<file path="src/rtl/spi_ram_arbiter.sv">
// rtl/spi_ram_arbiter.sv - SPI/host round-robin access controller for a single-port RAM
//
// Purpose:
//   Decodes 10-bit SPI command words (op in rx_data[DATA_W+1:DATA_W]):
//     00 load write address, 01 write data, 10 load read address, 11 read.
//   One SPI memory op can be pending at a time. It is round-robin arbitrated
//   against the local host port for a single-port RAM. Read data goes back
//   to the SPI slave (tx_*) or to the host (host_rdata/host_rvalid).
//
// Optional feature macro: SPI_ARB_OVERRUN_EN
//   When defined, adds output spi_ovr. It is a sticky flag that is set when
//   an SPI memory op arrives while another op is still pending and that
//   pending op is not being granted. Only reset clears it. When the macro is
//   undefined, such ops are dropped silently.
//
// Ports:
//   clk, rst_n      single clock, synchronous active-low reset
//   rx_data/valid   SPI command word and its 1-cycle strobe
//   tx_data/valid   SPI read data and its 1-cycle strobe
//   host_req/we/addr/wdata   host request, held until host_gnt
//   host_gnt        1-cycle pulse, coincident with the host's mem_en
//   host_rdata/rvalid        host read data and its 1-cycle strobe
//   mem_en/we/addr/wdata     RAM command, mem_en pulses once per access
//   mem_rdata       RAM read data, valid the cycle after mem_en
//   spi_ovr         (SPI_ARB_OVERRUN_EN only) sticky overrun flag

module spi_ram_arbiter #(
  parameter int MEM_DEPTH = 256,
  parameter int ADDR_SIZE = 8,
  parameter int DATA_W    = 8
) (
  input  logic                 clk,
  input  logic                 rst_n,
  input  logic [DATA_W+1:0]    rx_data,
  input  logic                 rx_valid,
  output logic [DATA_W-1:0]    tx_data,
  output logic                 tx_valid,
  input  logic                 host_req,
  input  logic                 host_we,
  input  logic [ADDR_SIZE-1:0] host_addr,
  input  logic [DATA_W-1:0]    host_wdata,
  output logic                 host_gnt,
  output logic [DATA_W-1:0]    host_rdata,
  output logic                 host_rvalid,
  output logic                 mem_en,
  output logic                 mem_we,
  output logic [ADDR_SIZE-1:0] mem_addr,
  output logic [DATA_W-1:0]    mem_wdata,
  input  logic [DATA_W-1:0]    mem_rdata
`ifdef SPI_ARB_OVERRUN_EN
  ,
  output logic                 spi_ovr
`endif
);

  // Reject configurations where the address cannot reach every RAM word.
  if (MEM_DEPTH > (1 << ADDR_SIZE)) begin : g_cfg_check
    $error("spi_ram_arbiter: ADDR_SIZE too small for MEM_DEPTH");
  end

  localparam logic [1:0] OP_LD_WR = 2'b00;
  localparam logic [1:0] OP_WRITE = 2'b01;
  localparam logic [1:0] OP_LD_RD = 2'b10;

  typedef enum logic [1:0] {
    ST_ARB     = 2'd0,
    ST_ISSUE   = 2'd1,
    ST_CAPTURE = 2'd2
  } state_t;

  state_t state, state_d;

  // SPI address registers and the single-entry pending op
  logic [ADDR_SIZE-1:0] wr_addr, rd_addr;
  logic                 spi_pend;
  logic                 spi_pend_we;
  logic [ADDR_SIZE-1:0] spi_pend_addr;
  logic [DATA_W-1:0]    spi_pend_data;

  // Ownership of the access in flight, and the round-robin pointer
  logic owner_host;
  logic op_rd;
  logic prefer_host;

  // Next values of the registered outputs
  logic                 mem_en_d, mem_we_d;
  logic [ADDR_SIZE-1:0] mem_addr_d;
  logic [DATA_W-1:0]    mem_wdata_d;
  logic                 host_gnt_d;
  logic                 tx_valid_d, host_rvalid_d;
  logic [DATA_W-1:0]    tx_data_d, host_rdata_d;

  logic [1:0] rx_op;
  logic       rx_is_mem_op;
  logic       arb_req;
  logic       pick_host;
  logic       spi_grant;
  logic       host_grant;
  logic       grant_rd;
  logic       rx_take_op;

  assign rx_op        = rx_data[DATA_W+1:DATA_W];
  // Ops 01 and 11 touch the RAM; 00 and 10 only load an address register.
  assign rx_is_mem_op = rx_valid & rx_op[0];

  // A lone requester always wins. When both request, the one that was
  // not granted last wins.
  assign arb_req    = (state == ST_ARB) && (spi_pend || host_req);
  assign pick_host  = host_req && (!spi_pend || prefer_host);
  assign spi_grant  = arb_req && !pick_host;
  assign host_grant = arb_req && pick_host;
  assign grant_rd   = pick_host ? !host_we : !spi_pend_we;

  // A new op can enter the pending slot if the slot is empty or is being
  // emptied by a grant on this same edge.
  assign rx_take_op = rx_is_mem_op && (!spi_pend || spi_grant);

  // State register with registered outputs
  always_ff @(posedge clk) begin
    if (!rst_n) begin
      state       <= ST_ARB;
      mem_en      <= 1'b0;
      mem_we      <= 1'b0;
      mem_addr    <= '0;
      mem_wdata   <= '0;
      host_gnt    <= 1'b0;
      tx_valid    <= 1'b0;
      tx_data     <= '0;
      host_rvalid <= 1'b0;
      host_rdata  <= '0;
      owner_host  <= 1'b0;
      op_rd       <= 1'b0;
      prefer_host <= 1'b0;
    end else begin
      state       <= state_d;
      mem_en      <= mem_en_d;
      mem_we      <= mem_we_d;
      mem_addr    <= mem_addr_d;
      mem_wdata   <= mem_wdata_d;
      host_gnt    <= host_gnt_d;
      tx_valid    <= tx_valid_d;
      tx_data     <= tx_data_d;
      host_rvalid <= host_rvalid_d;
      host_rdata  <= host_rdata_d;
      if (arb_req) begin
        owner_host  <= pick_host;
        op_rd       <= grant_rd;
        prefer_host <= !pick_host;
      end
    end
  end

  // Next-state logic
  always_comb begin
    state_d = state;
    case (state)
      ST_ARB:     if (arb_req) state_d = ST_ISSUE;
      ST_ISSUE:   state_d = op_rd ? ST_CAPTURE : ST_ARB;
      ST_CAPTURE: state_d = ST_ARB;
      default:    state_d = ST_ARB;
    endcase
  end

  // Output logic: computes the values the output registers take next edge
  always_comb begin
    mem_en_d      = 1'b0;
    mem_we_d      = 1'b0;
    mem_addr_d    = mem_addr;
    mem_wdata_d   = mem_wdata;
    host_gnt_d    = 1'b0;
    tx_valid_d    = 1'b0;
    tx_data_d     = tx_data;
    host_rvalid_d = 1'b0;
    host_rdata_d  = host_rdata;

    if (host_grant) begin
      mem_en_d    = 1'b1;
      mem_we_d    = host_we;
      mem_addr_d  = host_addr;
      mem_wdata_d = host_wdata;
      host_gnt_d  = 1'b1;
    end else if (spi_grant) begin
      // The granted op uses its latched address, even if an address
      // load arrives on this same edge.
      mem_en_d    = 1'b1;
      mem_we_d    = spi_pend_we;
      mem_addr_d  = spi_pend_addr;
      mem_wdata_d = spi_pend_data;
    end

    if (state == ST_CAPTURE) begin
      if (owner_host) begin
        host_rvalid_d = 1'b1;
        host_rdata_d  = mem_rdata;
      end else begin
        tx_valid_d = 1'b1;
        tx_data_d  = mem_rdata;
      end
    end
  end

  // SPI command decode and pending op slot
  always_ff @(posedge clk) begin
    if (!rst_n) begin
      wr_addr       <= '0;
      rd_addr       <= '0;
      spi_pend      <= 1'b0;
      spi_pend_we   <= 1'b0;
      spi_pend_addr <= '0;
      spi_pend_data <= '0;
    end else begin
      if (rx_valid && rx_op == OP_LD_WR) wr_addr <= rx_data[ADDR_SIZE-1:0];
      if (rx_valid && rx_op == OP_LD_RD) rd_addr <= rx_data[ADDR_SIZE-1:0];

      if (rx_take_op) begin
        // The address registers are sampled as they stand before this edge.
        spi_pend      <= 1'b1;
        spi_pend_we   <= (rx_op == OP_WRITE);
        spi_pend_addr <= (rx_op == OP_WRITE) ? wr_addr : rd_addr;
        spi_pend_data <= rx_data[DATA_W-1:0];
      end else if (spi_grant) begin
        spi_pend <= 1'b0;
      end
    end
  end

`ifdef SPI_ARB_OVERRUN_EN
  // Sticky overrun flag: an op arrived while the slot was full and not draining.
  always_ff @(posedge clk) begin
    if (!rst_n) begin
      spi_ovr <= 1'b0;
    end else if (rx_is_mem_op && !rx_take_op) begin
      spi_ovr <= 1'b1;
    end
  end
`endif

endmodule

</file>
<file path="config.mk">
export PLATFORM = sky130hd
export DESIGN_NAME = spi_ram_arbiter
export DESIGN_NICKNAME = d
export VERILOG_FILES = /design/src/rtl/spi_ram_arbiter.sv
export SDC_FILE = /design/constraint.sdc
export NUM_CORES = 1
export LEC_CHECK = 0
export ABC_AREA = 0
export CAP_MARGIN = 40
export CORE_MARGIN = 2
export CORE_UTILIZATION = 51
export DETAILED_ROUTE_END_ITERATION = 10
export PLACE_DENSITY_LB_ADDON = 0.25
export SYNTH_ARGS = -nofsm -noshare
export SYNTH_HDL_FRONTEND = slang
export SYNTH_SLANG_ARGS = --single-unit
</file>
<file path="constraint.sdc">
create_clock -name clk -period 2.25 [get_ports clk]
set_input_delay 0.675 -clock clk [delete_from_list [all_inputs] [get_ports clk]]
set_output_delay 0.675 -clock clk [all_outputs]
set_load 0.02 [all_outputs]
</file>
==> metrics.md <==
| Metric | Value |
|---|---|
| Status | complete, no violations |
| Static leakage | around 0.0016 µW |
| Detailed Routing Iterations Pass 1 | 4 |
| Max Cap Viol | 0 |
| Worst skew pair latency | roughly 0.34 ns |
| Die W | 78.8 µm |
| CP Capture Type | output port |
| Most frequent cell after synthesis | dfxtp_1 |
| Diode count | 0 |
| Final setup margin | 0.262 ns |
| Total gr overflow | 0 |
| HPWL Detailed | 4430 µm |
| # resized after CTS | 0 |
| Yosys warns | 0 |
| Clock Power Share | approximately 40% |
| Hold Path Class | reg -> reg |
| Mean Syn Cell Area | 9.62 µm² |
| Setup crit start kind | flip-flop |
| Critical Path RT | 1.57 ns |
| Routed wire length per instance | ~14 µm |
| Setup TNS | 0 ns |
| RSZ-0062 raised after global routing | no |
| Worst Path Arrival | approximately 1.3 ns |
| Leading cell types by count after synthesis | dfxtp_1 (76), nor2_1 (47), mux2i_1 (40) |
| DP Worst Slack | 0.0406 ns |
| Share of cells above drive strength 1 | 10.3% |
| Clock sink count | 76 |
| DRC errors left | 0 |
| Synth area leader | dfxtp_1 |
| Number of synthesized flops with an enable pin | 0 |
| Die Height | 78.8 µm |
| Routed wire length | 6480 µm |
| Ys flop type | dfxtp_1 |
| Worst hold path depth | 2 |
| Post-synthesis sequential area ratio | 53.3% |
| FP Rows | 27 |
| Routed Antenna Nets | 0 |
| Final worst path period share | about 90% |
| Worst R2R Path Depth | 5 |
| GRT Overall Usage | 21.5% |
| Switching power | 693 µW |
| Initial core utilization | approximately 52% |
| Clock Path Buffers | 2 |
| Number of global-route vias before repair | about 2,100 |
| Fin nets | 414 |
| Measured slew at the worst slew-check pin | 0.598 ns |
| Period minus WS final | 1.99 ns |
| CTS H-tree depth | 3 |
| Io pins | 76 |
| Clk_skew | approximately 0.0098 ns |
| Root buffer cell | clkbuf_8 |
| Final Setup Violations | 0 |
| Worst-path clk slew | 0.08 ns |
| First-pass GRT wire length | 10,400 µm |
| Internal | 2310 µW |
| Final Hold Vio Count | 0 |
| Slew Limit Fails | 0 |
| Placer congestion estimate | 0.834 |
| Fillers | between 400 and 500 |
| Post-CTS setup buffer count | 0 |
| Initial antenna violation count | 0 |
| Combinational power share | between 10% and 20% |
| Port Buffers | 75 |
| Syn Inst Count | a little under 300 |
| PD cells | 752 nW/µm² |
| Cts hold-fix bufs | 0 |
| Total Die Area | 6220 µm² |
| Cell Chain, Critical Path | clkdlybuf4s50_1 |
| Crit path kind | reg -> out |
| Cell family with most CP delay | buffers and inverters |
| Critical path depth in cells | 1 |
| Peak supply drop | 0.447 mV |
| Core Box Area | between 5000 and 6000 µm² |
| TritonCTS clock tree | yes |
| Mapped Nets | roughly 340 |
| Worst Path Buf+Inv | 1 |
| Share of the synthesized area in the top cell type | 53.3% |
| Hold path startpoint | op_rd$_SDFFE_PN0P_ |
| Sw Share | 23.1% |
| Vias/cell | ~5.2 |
| Pin count of the biggest net entering global routing | 45 |
| Routed vias | 2,358 |
| Area contributors post-synth | dfxtp_1 (53%), mux2i_1 (14%), nor2_1 (6.2%) |
| Setup crit start | mem_addr[1]$_SDFFE_PN0P_ |
| Critical path's slowest cell | clkdlybuf4s50_1 |
| Area added between synthesis and finish | 39.6% |
| Max Fclk | 0.503 GHz |
| Mapped cell area | 2860 µm² |
| CP Max Fanout | 2 |
| Yosys reg bits | 76 |
| CTS Buf Count | 9 |
| Max incr delay on CP | 0.61 ns |
| Slew headroom | ~60% |
| Start of the worst register-to-register path | state[1]$_SDFFE_PN0P_ |
| Post-synth ARST share | 0% |
| Reg power frac | 48.0% |
| Initial DRC count | 150 |
| Number of distinct library cells after synthesis | 27 |
## worst paths after layout
kind	slack, ns	to
setup / recovery	0.26	mem_addr[1]
hold reg to reg	0.45	state[1]$_SDFFE_PN0P_
setup reg to reg	0.74	spi_pend_addr[0]$_SDFFE_PN0P_
hold / removal	0.45	state[1]$_SDFFE_PN0P_
## state kept, by name, summed over array words and instances, names as in the netlist
signal and count:
state 2, tx_valid 1, spi_pend_we 1, mem_we 1, host_gnt 1, host_rdata 8, tx_data 8, prefer_host 1
host_rvalid 1, spi_pend 1, rd_addr 8, op_rd 1, owner_host 1, mem_addr 8, mem_en 1, mem_wdata 8
spi_pend_addr 8, spi_pend_data 8, wr_addr 8
## placed cells by master (no fill, tap or decap)
cell type	n
mux2i_1	40
a211oi_1	4
nor2_1	47
a211o_1	1
nand3_1	8
buf_4	10
dfxtp_1	76
o21ai_1	1
nand2b_1	2
clkinv_2	2
buf_12	4
nor3b_2	1
a221o_1	1
clkdlybuf4s50_1	75
a21oi_1	20
nor3b_1	1
a22oi_1	17
nor2_4	1
inv_1	1
a21oi_4	1
and3_1	1
o21ai_0	8
and2_1	3
inv_2	1
a211oi_2	5
nor3_1	3
nand3b_1	2
bufinv_16	2
clkbuf_8	12
nand2_1	30
## metrics by stage
stage / area [µm²] / hold WS, ns / utilization, % / total power, µW / std cells
final: 3990 / 0.451 / 72.9 / 3000 / 452
after global routing: 3990 / 0.468 / 72.9 / 3100 / 452
after CTS: 3990 / 0.457 / 72.9 / 3010 / 452
after detailed placement: 3750 / 0.445 / 68.6 / 1840 / 436
after global placement: 3750 / 0.434 / 68.6 / 1830 / 436
after floorplan: 2860 / 0.423 / - / 1650 / 297
## worst min-delay path, delay by kind of cell, from the launching register on
kind	cells	cell delay [ns]
simple gates	2	0.10
flops	1	0.32
## kinds of logic (layout without fill, tap and decap cells)
logic type	after synthesis	in the layout	share of synthesized area (%)
AND/OR/NAND/NOR	99	99	14.8
flip-flops	76	76	53.3
AO/OA/AOI/OAI	58	58	14.0
buffers and inverters	24	107	3.90
multiplexers	40	40	14.0
## layout make-up
type	instances	area, µm²	area share, %
clock buffer	12	165	4.14
clock inverter	4	70.1	1.76
inverter	2	7.51	0.188
multi-input combinational	197	1230	30.8
sequential	76	1520	38.1
tap	72	90.1	2.26
timing repair buffer	89	906	22.7
## metal layers
| layer | share of wire [%] | GRT usage, % | routed length, µm |
|---|---|---|---|
| met5 | 0 | 0 | 0 |
| met4 | 2.0 | 11.6 | 132 |
| met3 | 4.7 | 4.32 | 306 |
| met2 | 47 | 31.5 | 3020 |
| met1 | 47 | 30.0 | 3020 |
## power by group through the flow
| stage | Clock, µW | Sequential (µW) | Combinational (µW) |
|---|---|---|---|
| finish | 1190 | 1440 | 372 |
| global route | 1250 | 1440 | 403 |
| CTS | 1200 | 1440 | 375 |
| detailed placement | 0 | 1470 | 371 |
| global placement | 0 | 1470 | 364 |
| floorplan | 0 | 1490 | 162 |
(Power assumes the default switching activity.)
